### config.mk
export PLATFORM = sky130hd
export DESIGN_NAME = regfile_writeback
export DESIGN_NICKNAME = d
export VERILOG_FILES = /design/src/rtl/regfile_writeback.sv
export SDC_FILE = /design/constraint.sdc
export NUM_CORES = 1
export LEC_CHECK = 0
export ABC_AREA = 1
export CAP_MARGIN = 20
export CORE_UTILIZATION = 49
export DETAILED_ROUTE_END_ITERATION = 6
export PLACE_DENSITY = 0.8
export SLEW_MARGIN = 10
export SYNTH_ARGS = -nofsm -noshare
export SYNTH_HDL_FRONTEND = slang
export SYNTH_SLANG_ARGS = --single-unit
### constraint.sdc
create_clock -name clk -period 3.4 [get_ports clk]
set_input_delay 0.34 -clock clk [delete_from_list [all_inputs] [get_ports clk]]
set_output_delay 0.34 -clock clk [all_outputs]
set_load 0.02 [all_outputs]
### src/rtl/regfile_writeback.sv
// regfile_writeback: merges ALU and queued load results onto the register file write port and tracks busy registers
module regfile_writeback #(
    parameter int Width = 32,
    parameter int Depth = 2
) (
    input  logic             clk,
    input  logic             rst_n,
    input  logic             alu_valid,
    input  logic [4:0]       alu_rd,
    input  logic [Width-1:0] alu_data,
    input  logic             ld_valid,
    output logic             ld_ready,
    input  logic [4:0]       ld_rd,
    input  logic [Width-1:0] ld_data,
    input  logic             issue_valid,
    input  logic             issue_is_load,
    input  logic [4:0]       issue_rd,
    output logic [31:0]      busy,
    output logic             RegWrite,
    output logic [4:0]       W1,
    output logic [Width-1:0] WD1
);
    localparam int PW = $clog2(Depth);
    localparam int CW = $clog2(Depth + 1);

    logic [4:0]       fifo_rd   [Depth];
    logic [Width-1:0] fifo_data [Depth];
    logic [PW-1:0]    wp, rp;
    logic [CW-1:0]    count;
    logic             push, pop;
    logic [4:0]       sel_rd;
    logic [Width-1:0] sel_data;
    logic             sel_any;
    logic [31:0]      busy_next;

    // ready drops during reset so nothing is accepted while the queue is being discarded
    assign ld_ready = (count < CW'(Depth)) && rst_n;
    assign push     = ld_valid && ld_ready;
    // count before this edge's push, so a load pushed this cycle is never popped this cycle
    assign pop      = !alu_valid && count != '0;
    assign sel_any  = alu_valid || pop;
    assign sel_rd   = alu_valid ? alu_rd : fifo_rd[rp];
    assign sel_data = alu_valid ? alu_data : fifo_data[rp];

    // scoreboard next state: clear on pop, then set on load issue so a same-cycle set wins
    always_comb begin
        busy_next = busy;
        if (pop) busy_next[fifo_rd[rp]] = 1'b0;
        if (issue_valid && issue_is_load) busy_next[issue_rd] = 1'b1;
        busy_next[0] = 1'b0;
    end

    // queue storage needs no reset; only pointers and count define validity
    always_ff @(posedge clk) begin
        if (push) begin
            fifo_rd[wp]   <= ld_rd;
            fifo_data[wp] <= ld_data;
        end
    end

    // pointers, occupancy and scoreboard
    always_ff @(posedge clk or negedge rst_n) begin
        if (!rst_n) begin
            wp    <= '0;
            rp    <= '0;
            count <= '0;
            busy  <= '0;
        end else begin
            if (push) wp <= wp + PW'(1);
            if (pop) rp <= rp + PW'(1);
            count <= count + CW'(push) - CW'(pop);
            busy  <= busy_next;
        end
    end

    // registered write port; x0 targets are consumed but never written, address/data hold when idle
    always_ff @(posedge clk or negedge rst_n) begin
        if (!rst_n) begin
            RegWrite <= 1'b0;
            W1       <= '0;
            WD1      <= '0;
        end else begin
            RegWrite <= sel_any && sel_rd != 5'd0;
            if (sel_any && sel_rd != 5'd0) begin
                W1  <= sel_rd;
                WD1 <= sel_data;
            end
        end
    end
endmodule
==> out/qor.yml, run 1 <==
nNetsFinal: 832
power_per_cell_area_mw_per_mm2: 857
setup_violations: 0
hold_ws_ps: 159
cts_setup_buffers: 0
rows: 40
dieArea_mm2: 0.0127
die_y_um: 113
yosys_warnings: 0
io_pins: 156
start_util_pct: 50.2
p_leak_nw: 3.43
synth.top_cell.area_share_pct: 37.0
post_synth_num_cell_types: 23
criticalPathCategory: "reg2reg"
synth.avg_cell_area_um2: 10.2
wl_um: 15300
grt_max_degree: 74
h-tree-depth: 4
tns_ps: 0
cts_resized: 0
path_buf_inv: 1
clock_latency_ps: 420
cts_hold_buf: 0
rsz0062_at_grt: "false"
wl_per_cell_um: 16.9
vias_per_cell: 5.48
antenna_found_initial: 0
end_kind: "register"
grt_pass1_wl_um: 24700
die_w_um: 113
clock-root-buffer: "clkbuf_16"
hold_viol: 0
cts_tree: "yes"
tightest_slew_ps: 978
grt.total_usage_pct: 25.7
syn_inst: 591
syn-num-nets: 678
ir_drop_v: 0.000385
period_minus_slack_ps: 2400
antenna_left: 0
crit_required_ps: 3700
startpoint_type: "register"
fillCellCount: 862
hold_path.class: "in2async"
core_area_mm2: 0.0120
synthTopCellsByArea: "edfxtp_1, dfrtp_1, nand2_1"
via_count: 4957
path_cells: "inv_2 > nand2_1 > nand2_1 > nand2_1 > nand2_1 > nor2_1 > nand2_2 > nand2_2 > nand2_1 > nand2_1"
status: "finished clean"
numCtsBuffers: 17
max_slew_margin_pct: 34.3
yosys.area.top_type: "edfxtp_1"
area_growth_pct: 37.4
grt_pass1_vias: 5012
cap_viol_max_count: 0
cts_buffer_depth: 2
dr.pass1.iters: 5
overflow: 0
critPathTopFamily: "simple AND/OR/NAND/NOR gates"
clkTransAtPathRegs_ps: 60
cpMostUsedCell: "nand2_1"
numClockSinks: 147
place.gp.congestion: 0.927
finalClockSkew_ps: 8.89
num_antenna_cells: 0
fmax_mhz: 417
drive_gt1_share_pct: 6.46
critical-path-slowest-cell: "inv_2"
instances_no_fill: 905
synth_area_mm2: 0.00601
dpl.hpwl_um: 10100
io_buffers: 154
postSynthRegisterBits: 147
ys_seq_area_share_pct: 67.4
final_max_slew_viol_count: 0
fin_crit_sh_pct: 70.6
cp_max_fo: 38
worstPathArrival_ps: 2700
dp.cells: 873
drc: 0
initialDrtViolationCount: 404
cpPeakStageDelay_ps: 530
[final timing paths]
| path | startpoint | end | slack [ps] | depth (start not counted) |
|---|---|---|---|---|
| worst min-delay path | rst_n | rp | 160 | 2 |
| worst max register to register | rp | WD1[31] | 1000 | 10 |
| worst max-delay path | rp | WD1[31] | 1000 | 10 |
| min in group clk | WD1[16] | WD1[16] | 480 | 2 |
| worst min register to register | WD1[16] | WD1[16] | 480 | 2 |
| max in group asynchronous | rst_n | WD1[3] | 2650 | 2 |
[Yosys cell counts, drive strengths merged]
library cell and n:
nand2 206, conb 1, nor3 9, ha 2, nand3 49, dfrtp 73, clkbuf 16, inv 24
or2 2, edfxtp 74, buf 10, xor2 2, o21ai 46, xnor2 2, nand4 1, nor2 42
a31oi 32
[power by group]
part	switching, mW	internal [mW]	total, mW
sequential	0.295	2.38	2.67
clock	0.806	1.04	1.85
combinational	1.50	1.06	2.56
total	2.60	4.48	7.08
[per-layer routing]
metal | GRT usage, % | part of all wire, % | vias up
met5 | 0 | 0 | -
met4 | 11.6 | 2.6 | 0
met3 | 5.89 | 7.2 | 39
met2 | 43.4 | 51 | 237
met1 | 31.7 | 40 | 2378
li1 | - | - | 2303
[cell usage in the layout, fill, tap and decap left out, types with 4 or more instances in the layout]
cell type        count
a31oi_1             32
buf_4                8
nand2_1            204
o21ai_0             46
clkbuf_16           17
edfxtp_1            74
clkdlybuf4s50_1    153
nand3_1             49
nor3_1               9
nor2_1              39
inv_1               22
inv_8                4
inv_6                7
dfrtp_1             73
[state kept, by name, indices dropped and copies added (netlist names)]
register and count:
fifo_rd 10, wp 1, fifo_data 64, WD1 32, W1 5, rp 1
count 2, busy 31, RegWrite 1
[per-stage QoR]
step | util (%) | area, µm² | power, mW | setup WS, ps
final | 69.0 | 8260 | 7.08 | 1000
after global routing | 69.0 | 8260 | 7.44 | 668
after CTS | 69.0 | 8260 | 7.11 | 977
after detailed placement | 64.1 | 7670 | 5.26 | 812
after global placement | 64.1 | 7670 | 5.17 | 907
after floorplan | - | 6010 | 4.00 | 454
[logic make-up after synthesis]
kind of cell / Yosys count / share of synthesized area (%)
and+or+nand+nor: 309 / 20.8
DFF: 147 / 67.4
AOI/OAI and AO/OA: 78 / 7.16
buffers and inverters: 50 / 3.62
xor gates and xnor gates: 4 / 0.583
adders and majority gates: 2 / 0.416
other: 1 / 0.0624
[layout make-up]
class	instances	area, µm²	share of cell area (%)
Sequential cell	147	4050	49.0
Multi-Input combinational cell	394	1760	21.3
Timing Repair Buffer	161	1590	19.3
Clock buffer	17	425	5.15
Tap cell	147	184	2.23
Clock inverter	15	160	1.94
Inverter	24	90.1	1.09
[worst register-to-register path, stage by stage (launching register included)]
cell	delay, ps
dfrtp_1	390
inv_2	530
nand2_1	110
nand2_1	210
nand2_1	70
nand2_1	100
nor2_1	60
nand2_2	70
nand2_2	420
nand2_1	240
nand2_1	70
Power figures use the tool's default switching activity.
==> run 2, diff against run 1 <==
==> constraint.sdc (replaced) <==
create_clock -name clk -period 2.3 [get_ports clk]
set_input_delay 0.23 -clock clk [delete_from_list [all_inputs] [get_ports clk]]
set_output_delay 0.23 -clock clk [all_outputs]
set_load 0.02 [all_outputs]
==> run 2 against run 1 <==
Effect of this change: hold slack lost 100 ps; clock skew shrank 2.7 ps; sequential power increased by 48%; critical path type is now reg2out.
==> out/qor.yml, run 2 (synthesis gave the netlist of run 1 again) <==
initialDrtViolationCount: 371
cp_max_fo: 3
fillCellCount: 885
grt.busiest_layer: "met2"
largest_reg_flops: 64
grt_pass1_vias: 5030
start_util_pct: 50.2
drive_gt1_share_pct: 7.31
grtUsageMet3_pct: 5.89
setup_slack_ps: 476
grt_use_met2_pct: 44.0
h-tree-depth: 4
finalClockSkew_ps: 6.22
clock-root-buffer: "clkbuf_16"
io_buffers: 154
sw_frac_of_total_pct: 33.8
num_antenna_cells: 0
multiInputGateArea_mm2: 0.00176
dp_slack_ps: 255
io_pins: 156
p_clk_share_pct: 28.9
dpl.hpwl_um: 10700
clkTransAtPathRegs_ps: 60
die_w_um: 113
top_regs: "fifo_data (64), WD1 (32), busy (31)"
wl_per_cell_um: 17.0
worstPathArrival_ps: 1590
vias_per_cell: 5.43
p_sw_mw: 3.72
cts_buffer_depth: 2
hold_path.class: "in2async"
r2r-start: "rp"
place.gp.congestion: 0.941
finish.utilization_pct: 70.5
dieArea_mm2: 0.0127
internal_power_mw: 7.27
clock_latency_ps: 410
finalPower_mw: 11.0
p_comb_share_pct: 35.2
p_leak_nw: 3.52
hold_ws_ps: 55.2
drc: 0
cts_hold_buf: 0
final_max_slew_viol_count: 0
max_slew_margin_pct: 40.2
tightest_slew_ps: 897
tns_ps: 0
reg2reg_depth: 10
criticalPathCategory: "reg2out"
regArea_mm2: 0.00405
crit_start: "count[1]"
power_per_cell_area_mw_per_mm2: 1300
startpoint_type: "register"
crit_required_ps: 2070
regToRegSetupSlack_ps: 490
core_area_mm2: 0.0120
fin_crit_sh_pct: 79.3
hold_viol: 0
via_count: 4956
period_minus_slack_ps: 1820
grt.total_usage_pct: 25.9
antenna_found_initial: 0
wl_um: 15500
grt_pass1_wl_um: 25200
cts_tree: "yes"
overflow: 0
regMostFlops: "fifo_data"
cts_resized: 0
end_kind: "output port"
numClockSinks: 147
dr.pass1.iters: 5
nNetsFinal: 841
status: "finished clean"
antenna_left: 0
rsz0062_at_grt: "false"
cap_viol_max_count: 0
fmax_mhz: 548
grt.met1_usage_pct: 33.3
area_growth_pct: 40.4
die_y_um: 113
rows: 40
cts_setup_buffers: 0
final_cell_mix: "nand2_1, clkdlybuf4s50_1, edfxtp_1, dfrtp_1, nand3_1"
numCtsBuffers: 17
sequentialPowerShare_pct: 35.9
final_common_cell: "nand2_1"
ir_drop_v: 0.000589
setup_violations: 0
grt_max_degree: 74
## run 2: cell count changes in the layout (fill, tap and decap cells not counted)
cell and change:
buf_12 +1, buf_4 +8, bufinv_16 +6, clkbuf_1 +1, clkinv_2 +1, clkinv_4 +1
inv_6 -6, inv_8 -4
## run 2: path summary, 6_finish.rpt
kind / end
hold / removal: busy[4]
min in group clk: fifo_data[0][23]
setup / recovery: ld_ready
setup reg to reg: WD1[26]
max in group asynchronous: WD1[30]
hold reg to reg: W1[4]
## run 2: per-stage QoR
stage | instances | cell area, µm²
after detailed placement | 882 | 7750
final | 913 | 8440
after CTS | 913 | 8440
after floorplan | 591 | 6010
after global routing | 913 | 8440
after global placement | 882 | 7750
## run 2: power by group through the flow
| stage | clock network, mW | registers, mW | logic, mW |
|---|---|---|---|
| 2_1_floorplan | 0 | 4.57 | 1.34 |
| 3_3_place_gp | 0 | 3.96 | 3.74 |
| 3_5_place_dp | 0 | 3.97 | 3.86 |
| 4_1_cts | 3.21 | 3.94 | 3.89 |
| 5_1_grt | 3.34 | 4.02 | 4.18 |
| 6_report | 3.18 | 3.95 | 3.87 |
## run 2: critical path, cell delays in order (launching register included)
cell             delay, ps
dfrtp_1                400
nor2_1                 160
clkdlybuf4s50_1        630
## run 2: final cells by class
cell class                      instances  share of cell area [%]
Clock buffer                           18                    5.09
Clock inverter                         13                    3.04
Inverter                               24                    1.07
Multi-Input combinational cell        394                    20.8
Sequential cell                       147                    48.0
Tap cell                              147                    2.18
Timing Repair Buffer                  170                    19.8
## run 2: per-layer routing
layer  vias to the layer above  share of wire (%)
met5                         -                  0
met4                         0                1.8
met3                        25                7.4
met2                       237                 50
met1                      2378                 41
li1                       2316                  -
==> run 3, diff against run 2 <==
==> constraint.sdc (replaced) <==
create_clock -name clk -period 1.7 [get_ports clk]
set_input_delay 0.17 -clock clk [delete_from_list [all_inputs] [get_ports clk]]
set_output_delay 0.17 -clock clk [all_outputs]
set_load 0.02 [all_outputs]
==> run 3 against run 2 <==
Effect of this change: final area is 1.0% higher; critical path depth is 6 higher; largest power group is now combinational cells; clock power is 16% higher; clock skew is 1.4 ps higher; the run now ends with negative hold slack left; register-to-register slack worse by 450 ps; sequential share of layout area is 0.46 points lower.
==> out/qor.yml, run 3 (synthesis gave the netlist of run 1 again) <==
crit_required_ps: 1990
top_regs: "fifo_data (64), WD1 (32), busy (31)"
largest_reg_flops: 64
regMostFlops: "fifo_data"
end_kind: "register"
final_common_cell: "nand2_1"
antenna_found_initial: 0
tightest_slew_ps: 921
grt_pass1_wl_um: 24700
start_util_pct: 50.2
hold_ws_ps: -11.6
reg2reg_depth: 8
fmax_mhz: 604
power_per_cell_area_mw_per_mm2: 1700
status: "finished with violations"
drc: 0
wl_um: 15600
rows: 40
hold_path.class: "in2async"
area_growth_pct: 41.8
core_area_mm2: 0.0120
grt_pass1_vias: 5017
tns_ps: 0
finalClockSkew_ps: 7.59
cts_hold_buf: 0
clock-root-buffer: "clkbuf_16"
period_minus_slack_ps: 1660
nNetsFinal: 853
dp_slack_ps: -172
cap_viol_max_count: 0
worstPathArrival_ps: 1950
dieArea_mm2: 0.0127
vias_per_cell: 5.41
overflow: 0
antenna_left: 0
cp_max_fo: 8
final_cell_mix: "nand2_1, clkdlybuf4s50_1, edfxtp_1, dfrtp_1, nand3_1"
hold_viol: 4
grt_max_degree: 74
place.gp.congestion: 0.867
dr.pass1.iters: 5
initialDrtViolationCount: 362
final_max_slew_viol_count: 0
p_leak_nw: 3.56
fin_crit_sh_pct: 97.4
setup_slack_ps: 44.9
h-tree-depth: 4
stdcell_area_mm2: 0.00852
via_count: 5013
numCtsBuffers: 17
cts_buffer_depth: 2
clkTransAtPathRegs_ps: 60
io_buffers: 154
place_area_mm2: 0.00790
finish.utilization_pct: 71.2
ir_drop_v: 0.000808
setup_violations: 0
die_w_um: 113
startpoint_type: "register"
violations: "negative hold slack"
io_pins: 156
cts_tree: "yes"
drive_gt1_share_pct: 8.99
wl_per_cell_um: 16.8
numClockSinks: 147
die_y_um: 113
clock_latency_ps: 410
grt.total_usage_pct: 25.4
dpl.hpwl_um: 10700
num_antenna_cells: 0
criticalPathCategory: "reg2reg"
rsz0062_at_grt: "true"
max_slew_margin_pct: 38.6
[run 3: per-stage QoR]
stage / instances / power, mW / hold slack [ps]
floorplan: 591 / 8.02 / -126
global placement: 892 / 10.6 / 444
detailed placement: 892 / 10.8 / 454
CTS: 924 / 14.5 / 15.4
global route: 926 / 15.3 / 67.1
finish: 926 / 14.5 / -11.6
[run 3: what timing repair did]
action                     4_1_cts  5_1_grt
hold endpoints to repair         0        0
setup endpoints to repair       58       57
gates resized for setup          3        4
setup buffers                    0        2
[run 3: worst max-delay path, cell delays in order, from the launching register on]
cell     delay [ps]
dfrtp_2         460
inv_4           120
nand2_1          70
nand2_1         100
nand2_1          90
nor2_1          140
nand2_1         240
o21ai_0         250
nand2_1          70
[run 3: report_power, final]
group          internal [mW]  switching [mW]  total, mW
Sequential              4.75           0.597       5.35
Combinational           2.37            3.09       5.47
Clock                   2.30            1.40       3.70
[run 3: path summary, 6_finish.rpt]
kind                       startpoint      end  slack (ps)
setup / recovery                   rp  busy[3]          40
hold / removal                  rst_n       wp         -10
setup reg to reg                   rp  busy[3]          40
hold reg to reg                 W1[3]    W1[3]         470
max in group asynchronous       rst_n       rp        1080
min in group clk                rst_n       wp         210
[run 3: area by class of cell]
type,instances,area (µm²)
Multi-Input combinational cell,394,1780
Sequential cell,147,4050
Fill cell,843,3440
Clock inverter,13,160
Tap cell,147,184
Clock buffer,19,433
Inverter,24,92.6
Timing Repair Buffer,182,1820
[run 3: per-layer routing]
layer | GRT usage [%] | vias to the layer above | share of wire (%)
met2 | 43.8 | 231 | 51
met5 | 0 | - | 0
met1 | 31.3 | 2405 | 40
li1 | - | 2346 | -
met3 | 5.84 | 31 | 7.1
met4 | 9.60 | 0 | 2.1
